[src/rtl/life_row_engine.sv]
// -----------------------------------------------------------------------------
// life_row_engine
//   Streaming Game of Life generation engine. Rows of the current generation
//   arrive over a valid/ready handshake and the next generation leaves row by
//   row. The B/S rule comes from two 9-bit masks latched on the first row of
//   each frame, so any Life-like rule can be run.
//
//   Optional feature macro: LIFE_HWRAP_EN
//     defined   : columns wrap horizontally (column 0 <-> column WIDTH-1)
//     undefined : columns -1 and WIDTH are dead
//   Rows above the first and below the last row are always dead.
//
// Ports
//   clk_i          : clock, rising edge
//   rst_i          : synchronous active-high reset
//   in_valid_i     : input row valid
//   in_ready_o     : input row accepted when in_valid_i && in_ready_o
//   row_i          : current-generation row (bit i = column i)
//   in_last_i      : final row of the frame
//   birth_mask_i   : bit n -> dead cell with n live neighbours is born
//   survive_mask_i : bit n -> live cell with n live neighbours survives
//   out_valid_o    : output row valid
//   out_ready_i    : downstream accepts the output row
//   row_o          : next-generation row
//   out_last_o     : final output row of the frame
//   gen_count_o    : number of completed frames, wraps
// -----------------------------------------------------------------------------
module life_row_engine #(
    parameter int unsigned WIDTH = 16,
    parameter int unsigned GEN_W = 8
) (
    input  logic             clk_i,
    input  logic             rst_i,
    input  logic             in_valid_i,
    output logic             in_ready_o,
    input  logic [WIDTH-1:0] row_i,
    input  logic             in_last_i,
    input  logic [8:0]       birth_mask_i,
    input  logic [8:0]       survive_mask_i,
    output logic             out_valid_o,
    input  logic             out_ready_i,
    output logic [WIDTH-1:0] row_o,
    output logic             out_last_o,
    output logic [GEN_W-1:0] gen_count_o
);

    localparam int unsigned PAD_W = WIDTH + 2;

    typedef enum logic [1:0] {
        S_IDLE,
        S_RUN,
        S_FLUSH
    } state_t;

    state_t           state_q;
    logic [WIDTH-1:0] prev_q;
    logic [WIDTH-1:0] cur_q;
    logic [8:0]       birth_q;
    logic [8:0]       survive_q;

    logic             out_free;
    logic             accept;
    logic [WIDTH-1:0] eval_run;
    logic [WIDTH-1:0] eval_flush;

    // Add the horizontal border columns: index 0 is column -1, index WIDTH+1
    // is column WIDTH.
    function automatic logic [PAD_W-1:0] pad_row(input logic [WIDTH-1:0] r);
`ifdef LIFE_HWRAP_EN
        return {r[0], r, r[WIDTH-1]};
`else
        return {1'b0, r, 1'b0};
`endif
    endfunction

    // Apply the rule to every column of row c given the rows above (p) and below (n).
    function automatic logic [WIDTH-1:0] next_row(
        input logic [WIDTH-1:0] p,
        input logic [WIDTH-1:0] c,
        input logic [WIDTH-1:0] n,
        input logic [8:0]       bm,
        input logic [8:0]       sm
    );
        logic [PAD_W-1:0] pe;
        logic [PAD_W-1:0] ce;
        logic [PAD_W-1:0] ne;
        logic [3:0]       sum;
        logic [WIDTH-1:0] res;
        pe  = pad_row(p);
        ce  = pad_row(c);
        ne  = pad_row(n);
        res = '0;
        for (int i = 0; i < int'(WIDTH); i++) begin
            sum = 4'(pe[i]) + 4'(pe[i+1]) + 4'(pe[i+2])
                + 4'(ce[i])               + 4'(ce[i+2])
                + 4'(ne[i]) + 4'(ne[i+1]) + 4'(ne[i+2]);
            res[i] = c[i] ? sm[sum] : bm[sum];
        end
        return res;
    endfunction

    // Handshake qualifiers
    always_comb begin
        out_free   = !out_valid_o || out_ready_i;
        in_ready_o = !rst_i && ((state_q == S_IDLE) || ((state_q == S_RUN) && out_free));
        accept     = in_valid_i && in_ready_o;
    end

    // Row evaluation for the streaming case (next row arriving) and the
    // end-of-frame case (dead row below)
    always_comb begin
        eval_run   = next_row(prev_q, cur_q, row_i, birth_q, survive_q);
        eval_flush = next_row(prev_q, cur_q, '0, birth_q, survive_q);
    end

    // FSM, row window, output register and generation counter
    always_ff @(posedge clk_i) begin
        if (rst_i) begin
            state_q     <= S_IDLE;
            prev_q      <= '0;
            cur_q       <= '0;
            birth_q     <= '0;
            survive_q   <= '0;
            out_valid_o <= 1'b0;
            row_o       <= '0;
            out_last_o  <= 1'b0;
            gen_count_o <= '0;
        end else begin
            // Retire the current output; a reload below takes precedence.
            if (out_valid_o && out_ready_i) begin
                out_valid_o <= 1'b0;
                if (out_last_o) begin
                    gen_count_o <= gen_count_o + GEN_W'(1);
                end
            end

            case (state_q)
                S_IDLE: begin
                    // First row of a frame; a stalled last row from the
                    // previous frame stays untouched in the output register.
                    if (accept) begin
                        cur_q     <= row_i;
                        prev_q    <= '0;
                        birth_q   <= birth_mask_i;
                        survive_q <= survive_mask_i;
                        state_q   <= in_last_i ? S_FLUSH : S_RUN;
                    end
                end
                S_RUN: begin
                    if (accept) begin
                        row_o       <= eval_run;
                        out_last_o  <= 1'b0;
                        out_valid_o <= 1'b1;
                        prev_q      <= cur_q;
                        cur_q       <= row_i;
                        if (in_last_i) begin
                            state_q <= S_FLUSH;
                        end
                    end
                end
                S_FLUSH: begin
                    if (out_free) begin
                        row_o       <= eval_flush;
                        out_last_o  <= 1'b1;
                        out_valid_o <= 1'b1;
                        state_q     <= S_IDLE;
                    end
                end
                default: begin
                    state_q <= S_IDLE;
                end
            endcase
        end
    end

endmodule

[config.mk]
export PLATFORM = sky130hd
export DESIGN_NAME = life_row_engine
export DESIGN_NICKNAME = d
export VERILOG_FILES = /design/src/rtl/life_row_engine.sv
export SDC_FILE = /design/constraint.sdc
export NUM_CORES = 1
export LEC_CHECK = 0
export CAP_MARGIN = 10
export CORE_AREA = 4 4 152 154
export CTS_CLUSTER_DIAMETER = 50
export DETAILED_ROUTE_END_ITERATION = 10
export DIE_AREA = 0 0 156 158
export PLACE_DENSITY_LB_ADDON = 0.3
export SETUP_SLACK_MARGIN = 0.5
export SYNTH_ARGS = -nofsm -noshare
export SYNTH_HDL_FRONTEND = slang
export SYNTH_SLANG_ARGS = --single-unit
[constraint.sdc]
create_clock -name clk_i -period 3.6 [get_ports clk_i]
set_input_delay 0.72 -clock clk_i [delete_from_list [all_inputs] [get_ports clk_i]]
set_output_delay 0.72 -clock clk_i [all_outputs]
set_load 0.03 [all_outputs]
# After elaboration in Yosys (flattened, before gate mapping)
# Index checks and enable logic that the tools add are counted.
[word_totals]
output_inout_bits = 27
wordCells = 350
reg_bits = 78
[op_classes]
reduce_logical = 18
eq_ne = 6
add_sub_neg = 106
magnitude_cmp = 32
mux = 179
[op_table]
columns = ["operator", "count"]
rows = [
  ["$bmux W1 S4", 64],
  ["$add A4 B1 Y4", 61],
  ["$lt A4 B5 Y1 const B", 31],
  ["$mux W1", 101],
  ["$mux W16", 4],
  ["$pmux W16 S2", 2],
  ["$add A3 B1 Y4", 14],
  ["$add A2 B1 Y3", 15],
  ["$add A1 B1 Y2", 15],
  ["$mux W2", 5],
  ["$add A8 B1 Y8 const B", 1],
  ["$ne A2 B2 Y1 const B", 4],
  ["$pmux W2 S3", 1],
  ["$reduce_and A2 Y1", 3],
  ["$reduce_and A3 Y1", 2],
  ["$lt A3 B5 Y1 const B", 1],
  ["$logic_and A1 B1 Y1", 4],
  ["$pmux W1 S2", 2],
  ["$reduce_and A4 Y1", 1],
  ["$reduce_bool A2 Y1", 2],
  ["$eq A2 B1 Y1 const B", 1],
  ["$eq A2 B2 Y1 const B", 1],
  ["$logic_not A1 Y1", 2],
  ["$logic_not A2 Y1", 1],
  ["2 further kinds", 3],
]

# Longest topological paths before layout
# Gate-level depths: netlist of the first run.
[logic_depth]
ltp_word = 12
depth_mapped = 14

# Worst setup path after synthesis of the first run
# No wires, ideal clock.
[synth_path]
path_type = "flip-flop to flip-flop"
from = "register prev_q[1]"
to = "register row_o[1]"
path_buffers = 0
path_slack_ps = -216
arrival_time_ps = 3682
setup_time_ps = 134
stages_incl_launch_ff = 15
required_ps = 3466
period_less_slack_ps = 3816
cell_sequence = "dfxtp_1 ha_1 inv_1 fa_1 inv_1 ha_1 fa_1 ha_1 inv_1 fa_1 mux4_2 o21ai_0 o311ai_0 a311oi_1 nor4_1"
[synth_between]
elab_chain_len = 12
elab_cells_between_ends = 20
cone_classes = "add/sub: 7; mux: 13"
[synth_rtl]
columns = ["item", "line_no", "text"]
rows = [
  ["from (decl)", "56", "logic [WIDTH-1:0] prev_q;"],
  ["from (signal assigned)", "154", "prev_q <= cur_q;"],
  ["$add A1 B1 Y2 (*)", "94", "sum = 4'(pe[i]) + 4'(pe[i+1]) + 4'(pe[i+2])"],
  ["$add A2 B1 Y3 (*)", "94", ""],
  ["$add A3 B1 Y4 (*)", "95", "+ 4'(ce[i]) + 4'(ce[i+2])"],
  ["$add A4 B1 Y4 (*)", "95", ""],
  ["$add A4 B1 Y4 (3 in series)", "96", "+ 4'(ne[i]) + 4'(ne[i+1]) + 4'(ne[i+2]);"],
  ["$bmux W1 S4", "97", "res[i] = c[i] ? sm[sum] : bm[sum];"],
  ["$mux W1 (not written as such)", "97", ""],
  ["$mux W1", "97", ""],
  ["$mux W16", "150", "if (accept) begin"],
  ["$pmux W16 S2 (*)", "137", "case (state_q)"],
  ["to (signal assigned)", "151", "row_o <= eval_run;"],
  ["to (signal assigned)", "163", "row_o <= eval_flush;"],
  ["to (decl)", "42", "output logic [WIDTH-1:0] row_o,"],
]
# Every way passes the cells marked *; elsewhere a longest branch is shown, timed or not. The select of a mux whose other input is x is not followed.
# A chain may end at the register's enable or synchronous reset.

# Worst setup path in the final report of the first run
[layout_path]
from = "register prev_q[13]"
to = "register row_o[14]"
# Same word-level chain as after synthesis.

==> results of run 1 <==
## metrics by stage
step                      power (mW)  instance area [µm²]  TNS, ns  worst slack, ns
final                           4.00                11900    -1.01           -0.197
after global routing            4.23                11900    -2.84           -0.316
after CTS                       3.97                11800    -1.14           -0.180
after detailed placement        2.90                11300    -1.83           -0.228
after global placement          2.86                11300    -1.33           -0.164
after floorplan                 2.41                 9940   -0.353          -0.0403
## flip-flops by register name (all words and copies together), names as in the netlist
name,count
out_valid_o,1
cur_q,16
gen_count_o,8
row_o,16
state_q,2
prev_q,16
out_last_o,1
survive_q,9
birth_q,9
## critical path, delay by kind of cell (launching register included)
kind / cells / cell delay [ns]
muxes: 2 / 0.53
and+or+nand+nor: 1 / 0.09
AOI/OAI and AO/OA: 2 / 0.30
adders and majority gates: 5 / 2.38
DFF: 1 / 0.35
## power by group through the flow
stage | Clock, mW | Combinational (mW) | Sequential, mW
after global placement | 0 | 1.84 | 1.02
final | 1.01 | 2.00 | 0.999
after CTS | 1.03 | 1.95 | 0.998
after floorplan | 0 | 1.40 | 1.01
after global routing | 1.06 | 2.16 | 1.01
after detailed placement | 0 | 1.88 | 1.02
## timing repair
| action | CTS | global route |
|---|---|---|
| resized for setup | 44 | 29 |
| endpoints found under the setup margin | 17 | 17 |
| pin swaps | 48 | 37 |
| buffers inserted | 7 | 6 |
| hold buffers | 0 | 0 |
| hold endpoints to repair | 0 | 0 |
## placed cells by master (no fill, tap or decap), types with 14 or more instances in the layout
master / n
clkdlybuf4s50_1: 62
fa_2: 31
nand2b_1: 15
inv_1: 34
nand2_1: 84
nand4_1: 15
mux4_2: 136
mux2i_1: 15
fa_1: 31
nand3_1: 32
a211oi_1: 17
buf_4: 108
dfxtp_1: 50
dfxtp_2: 21
nor2_1: 61
o21ai_0: 35
a21o_1: 14
nor4_1: 14
ha_1: 36
a21oi_1: 53
xnor2_1: 16
## cell families (layout without fill, tap and decap cells)
| kind of cell | Yosys count | after routing |
|---|---|---|
| AND/OR/NAND/NOR | 240 | 240 |
| AO/OA/AOI/OAI | 176 | 176 |
| multiplexers | 165 | 165 |
| buffers and inverters | 136 | 230 |
| adder cells (fa/ha/maj) | 114 | 114 |
| flip-flops | 78 | 78 |
| XOR/XNOR | 21 | 21 |
## cell type report
cell class              instances  share of cell area, %
clock buffers                  11                   2.13
clock inverters                 5                  0.536
inverters                      38                   1.20
multi-input cells             716                   67.0
flip-flops and latches         78                   13.6
well taps                     280                   2.94
repair buffers                176                   12.6
## per-layer routing
layer  routed length (µm)  vias to the layer above  global-route usage, %
li1                     -                     3742                      -
met1                12200                     4180                   33.7
met2                14300                      478                   41.0
met3                 2640                       75                   4.29
met4                  906                        0                   8.55
met5                    0                        -                      0
## worst paths after layout
| path | from | endpoint | slack [ns] | cells after the start |
|---|---|---|---|---|
| setup reg to reg | prev_q[13] | row_o[14] | -0.20 | 10 |
| setup / recovery | prev_q[13] | row_o[14] | -0.20 | 10 |
| hold reg to reg | row_o[10] | row_o[10] | 0.51 | 2 |
| hold / removal | row_o[10] | row_o[10] | 0.51 | 2 |
==> flow_summary.toml, run 1 <==
[outcome]
status = "finished, violations left"
violations = "negative setup slack"

[critical_path]
cpPeakStageDelay_ns = 0.61
cp_cell_sequence = "fa_1, fa_2, fa_1, ha_2, fa_2, mux4_2, mux2i_2, a211oi_1, a311oi_1, nor4_1"
cp-start-kind = "flip-flop"
critPathKind = "flip-flop to flip-flop"
cp_max_fo = 5
worstPathArrival_ns = 4.01
critPathSlowestCell = "fa_2"
crit_path_end_kind = "flip-flop"
crit_required_ns = 3.81

[power_and_ir_drop]
switching_share_pct = 36.6
p_sw_mw = 1.47
ir_drop_v = 0.000177
leakagePower_nw = 4.40
p_comb_share_pct = 49.8
power.share.sequential_pct = 25.0
p_per_area_nw_per_um2 = 336
intPower_mw = 2.54
power.share.clock_pct = 25.2

[finish]
multiInputGateArea_um2 = 7980
nets = 1172
fin_cells = 1304
syn_to_final_growth_pct = 21.0
regArea_um2 = 1610
diodes = 0
post-route-util_pct = 54.9
nFillCells = 1857
drive_above_1_share_pct = 36.4

[grt]
grt_pass1_vias = 8730
overflow = 0
grtUsageTotal_pct = 24.9
antenna_found_initial = 0
grt_max_degree = 60
grt_pass1_wl_um = 48200

[timing]
fmax_mhz = 263
rsz0062_at_grt = "true"
finalCritPeriodShare_pct = 105
maxSlewViolCount = 0
fin_ws_ns = -0.197
slew_headroom_pct = 24.4
min_period_ns = 3.80
hold_viol_final = 0
holdWs_ns = 0.507
worst_pin_slew_ns = 1.13
finClkSkew_ns = 0.00986
setup_violations = 12

[placement]
placed_cells = 1275
globalplace.congestion = 0.908
place_hpwl_um = 20200
portBuffers = 65

[logic_synthesis]
synthXorXnorAreaFrac_pct = 1.87
synth_top_area_share_pct = 31.1
ys_ff_latch = 78
synth.most_common_cell = "mux4_2"
yosysTopAreaCell = "mux4_2"
synth.area.mux_share_pct = 34.7
yosys.area_share.adder_pct = 19.2
synth-compound-area-share_pct = 11.5
synthSimpleGateAreaFrac_pct = 11.2
synth_edf_count = 0
netlist_top_cells_count = "mux4_2 (136), nand2_1 (84), dfxtp_1 (78), clkbuf_1 (68)"
ys_types = 46
yosysWarnings = 0
synth_top_family_by_area = "multiplexers"
synth_nets = 1083
syn_inst = 930
ys.flop_type = "dfxtp_1"
async_flop_share_pct = 0
synth_seq_area_share_pct = 15.9
syn-cell-area_um2 = 9840
avgSynthCellArea_um2 = 10.6
synthTopCellsByArea = "mux4_2 (31%), dfxtp_1 (16%), fa_1 (13%), ha_1 (6.6%), nand2_1 (3.2%)"

[floorplanning]
fp.dieH_um = 158
core_um2 = 21700
start_util_pct = 45.4
rows = 54
dieArea_um2 = 24600
io_pins = 66
die_w_um = 156

[route]
wirelength_um = 30000
drt_pass1_iterations = 5
drc = 0
via_count = 8475
wl_per_cell_um = 23.0
detail-route-antenna-nets = 0
via_per_inst = 6.50
first_iter_violations = 885

[cts]
cts_tree = "done"
clk-insertion-delay-late_ns = 0.36
cts.sinks = 78
numCtsBuffers = 9
clk_pin_slew_ns = 0.07
cts_buffer_depth = 2
cts.htree.levels = 3
ctsRootBufferMaster = "clkbuf_16"

[flow_run]
maxCapViolCount = 0

[min_path]
hold_path_class = "flip-flop to flip-flop"
Power figures use the tool's default switching activity.
==> run 2, diff against run 1 <==
Clock period 3.6 ns to 4.5 ns, I/O delays scaled along.
==> run 2 against run 1 <==
  * The run now ends clean
  * Largest power group unchanged
  * Register-to-register slack gained 0.84 ns
  * Non-clock buffer count shrank 64
  * Critical path depth is the same
  * Critical path type unchanged
  * Via count shrank 1.6%
  * Clock power shrank 22%
  * Sequential power shrank 19%
  * Wire length shrank 1.8%
  * Final cell count shrank 4.9%
==> flow_summary.toml, run 2 (same netlist as run 1, synthesis figures left out) <==
[outcome]
status = "complete, no violations"

[timing]
fmax_mhz = 259
worst_pin_slew_ns = 1.21
maxSlewViolCount = 0
fin_tns_setup_ns = 0
hold_viol_final = 0
finClkSkew_ns = 0.00841
min_period_ns = 3.86
setup_violations = 0
rsz0062_at_grt = "true"
slew_headroom_pct = 18.9
finalCritPeriodShare_pct = 85.7

[route]
via_per_inst = 6.73
detail-route-antenna-nets = 0
wirelength_um = 29500
wl_per_cell_um = 23.8
first_iter_violations = 957
drt_pass1_iterations = 5
via_count = 8340
drc = 0

[cts]
postCtsHoldBufs = 0
cts.htree.levels = 3
cts_buffer_depth = 2
cts.sinks = 78
cts_tree = "done"
ctsRootBufferMaster = "clkbuf_16"
clk-insertion-delay-late_ns = 0.36
numCtsBuffers = 9
clk_pin_slew_ns = 0.07

[placement]
globalplace.congestion = 0.861
place_hpwl_um = 19300
placed_cell_area_um2 = 10800
portBuffers = 65
placed_cells = 1219

[critical_path]
cp-start-kind = "flip-flop"
critPathSlowestCell = "fa_1"
cp_cell_sequence = "fa_1, fa_1, fa_1, ha_1, fa_1, mux4_2, mux2i_1, a211oi_1, a311oi_1, nor4_1"
cp_max_fo = 5
r2r_cells = 10
cp_num_buf_inv = 0
crit_top_cell = "fa_1"
r2r_slack_ns = 0.64
cpPeakStageDelay_ns = 0.60
crit_family = "adder cells"
crit_path_end_kind = "flip-flop"
critPathKind = "flip-flop to flip-flop"
r2r_start = "prev_q[1]"
crit_required_ns = 4.71
worstPathArrival_ns = 4.07
r2r-end = "row_o[2]"

[floorplanning]
core_um2 = 21700
fp.dieH_um = 158
rows = 54
start_util_pct = 45.4
dieArea_um2 = 24600
io_pins = 66
die_w_um = 156

[finish]
fin_area_um2 = 11200
syn_to_final_growth_pct = 13.5
multiInputGateArea_um2 = 7780
fin_cells = 1240
regArea_um2 = 1590
nFillCells = 1910
layout_common_cells = "mux4_2 (136), nand2_1 (84), clkdlybuf4s50_1 (64), nor2_1 (61), dfxtp_1 (60)"
mostFrequentLayoutCell = "mux4_2"
nets = 1108
reg_top3 = "cur_q (16), prev_q (16), row_o (16)"
drive_above_1_share_pct = 25.0
diodes = 0

[flow_run]
maxCapViolCount = 0

[min_path]
hp-start = "survive_q[7]"
hold_path_class = "flip-flop to flip-flop"
hold-path-cell-count = 2
hold_end = "survive_q[7]"

[grt]
grtUsageTotal_pct = 24.5
antenna_found_initial = 0
overflow = 0
grt_pass1_wl_um = 47100
grt_max_degree = 46
grt_pass1_vias = 8333

[power_and_ir_drop]
ir_drop_v = 0.000147
p_per_area_nw_per_um2 = 273
leakagePower_nw = 4.11
==> run 2: changes by cell type in the layout (fill, tap and decap cells not counted), moves of 5 or more <==
cell	previous run	this run
buf_4	108	47
fa_1	31	56
fa_2	31	6
ha_1	36	49
ha_2	13	1
dfxtp_1	50	60
o21ai_0	35	44
dfxtp_2	21	15
o21ai_2	5	0
==> run 2: how the worst max path moves through the flow <==
stage | from | cells past startpoint | endpoint
3_3_place_gp | prev_q[1] | 14 | row_o[1]
6_report | prev_q[1] | 10 | row_o[2]
4_1_cts | prev_q[9] | 10 | row_o[9]
5_1_grt | prev_q[0] | 14 | row_o[1]
3_5_place_dp | row_i[12] | 9 | row_o[12]
2_1_floorplan | prev_q[1] | 14 | row_o[1]
==> run 2: power breakdown <==
group,total [mW],switching [mW],internal [mW]
sequential,0.808,0.0821,0.726
combinational,1.45,0.707,0.745
clock,0.788,0.350,0.438
==> run 2: worst reg2reg max path, delay by kind of cell, from the launching register on <==
family / cells / cell delay, ns
adder cells (fa/ha/maj): 5 / 2.33
AND/OR/NAND/NOR: 1 / 0.10
AO/OA/AOI/OAI: 2 / 0.43
multiplexers: 2 / 0.48
flip-flops: 1 / 0.37
==> run 2: stage by stage <==
| step | power, mW | hold slack [ns] | util, % | worst slack [ns] |
|---|---|---|---|---|
| finish | 3.05 | 0.455 | 51.5 | 0.643 |
| global route | 3.22 | 0.502 | 51.5 | 0.424 |
| CTS | 3.04 | 0.457 | 51.0 | 0.503 |
| detailed placement | 2.24 | 0.448 | 49.6 | 0.427 |
| global placement | 2.22 | 0.443 | 49.6 | 0.451 |
| floorplan | 1.91 | 0.473 | - | 0.684 |
==> run 2: layout make-up <==
type	instances	area share (%)
clock buffer	9	2.02
clock inverter	7	0.717
inverter	38	1.28
multi-input combinational	716	69.7
sequential	78	14.3
tap	280	3.14
timing repair buffer	112	8.94
==> run 2: timing repair <==
item / in CTS / in global routing
setup buffers: 0 / 5
gates resized for setup: 3 / 29
pin swaps: 0 / 7
setup endpoints to repair: 2 / 14
==> run 2: metal layers <==
layer	vias to the layer above	global-route usage, %	wire [µm]	part of all wire (%)
li1	3608	-	-	-
met1	4168	33.3	12000	41
met2	493	39.4	13900	47
met3	71	6.04	2870	9.7
met4	0	7.09	746	2.5
met5	-	0	0	0
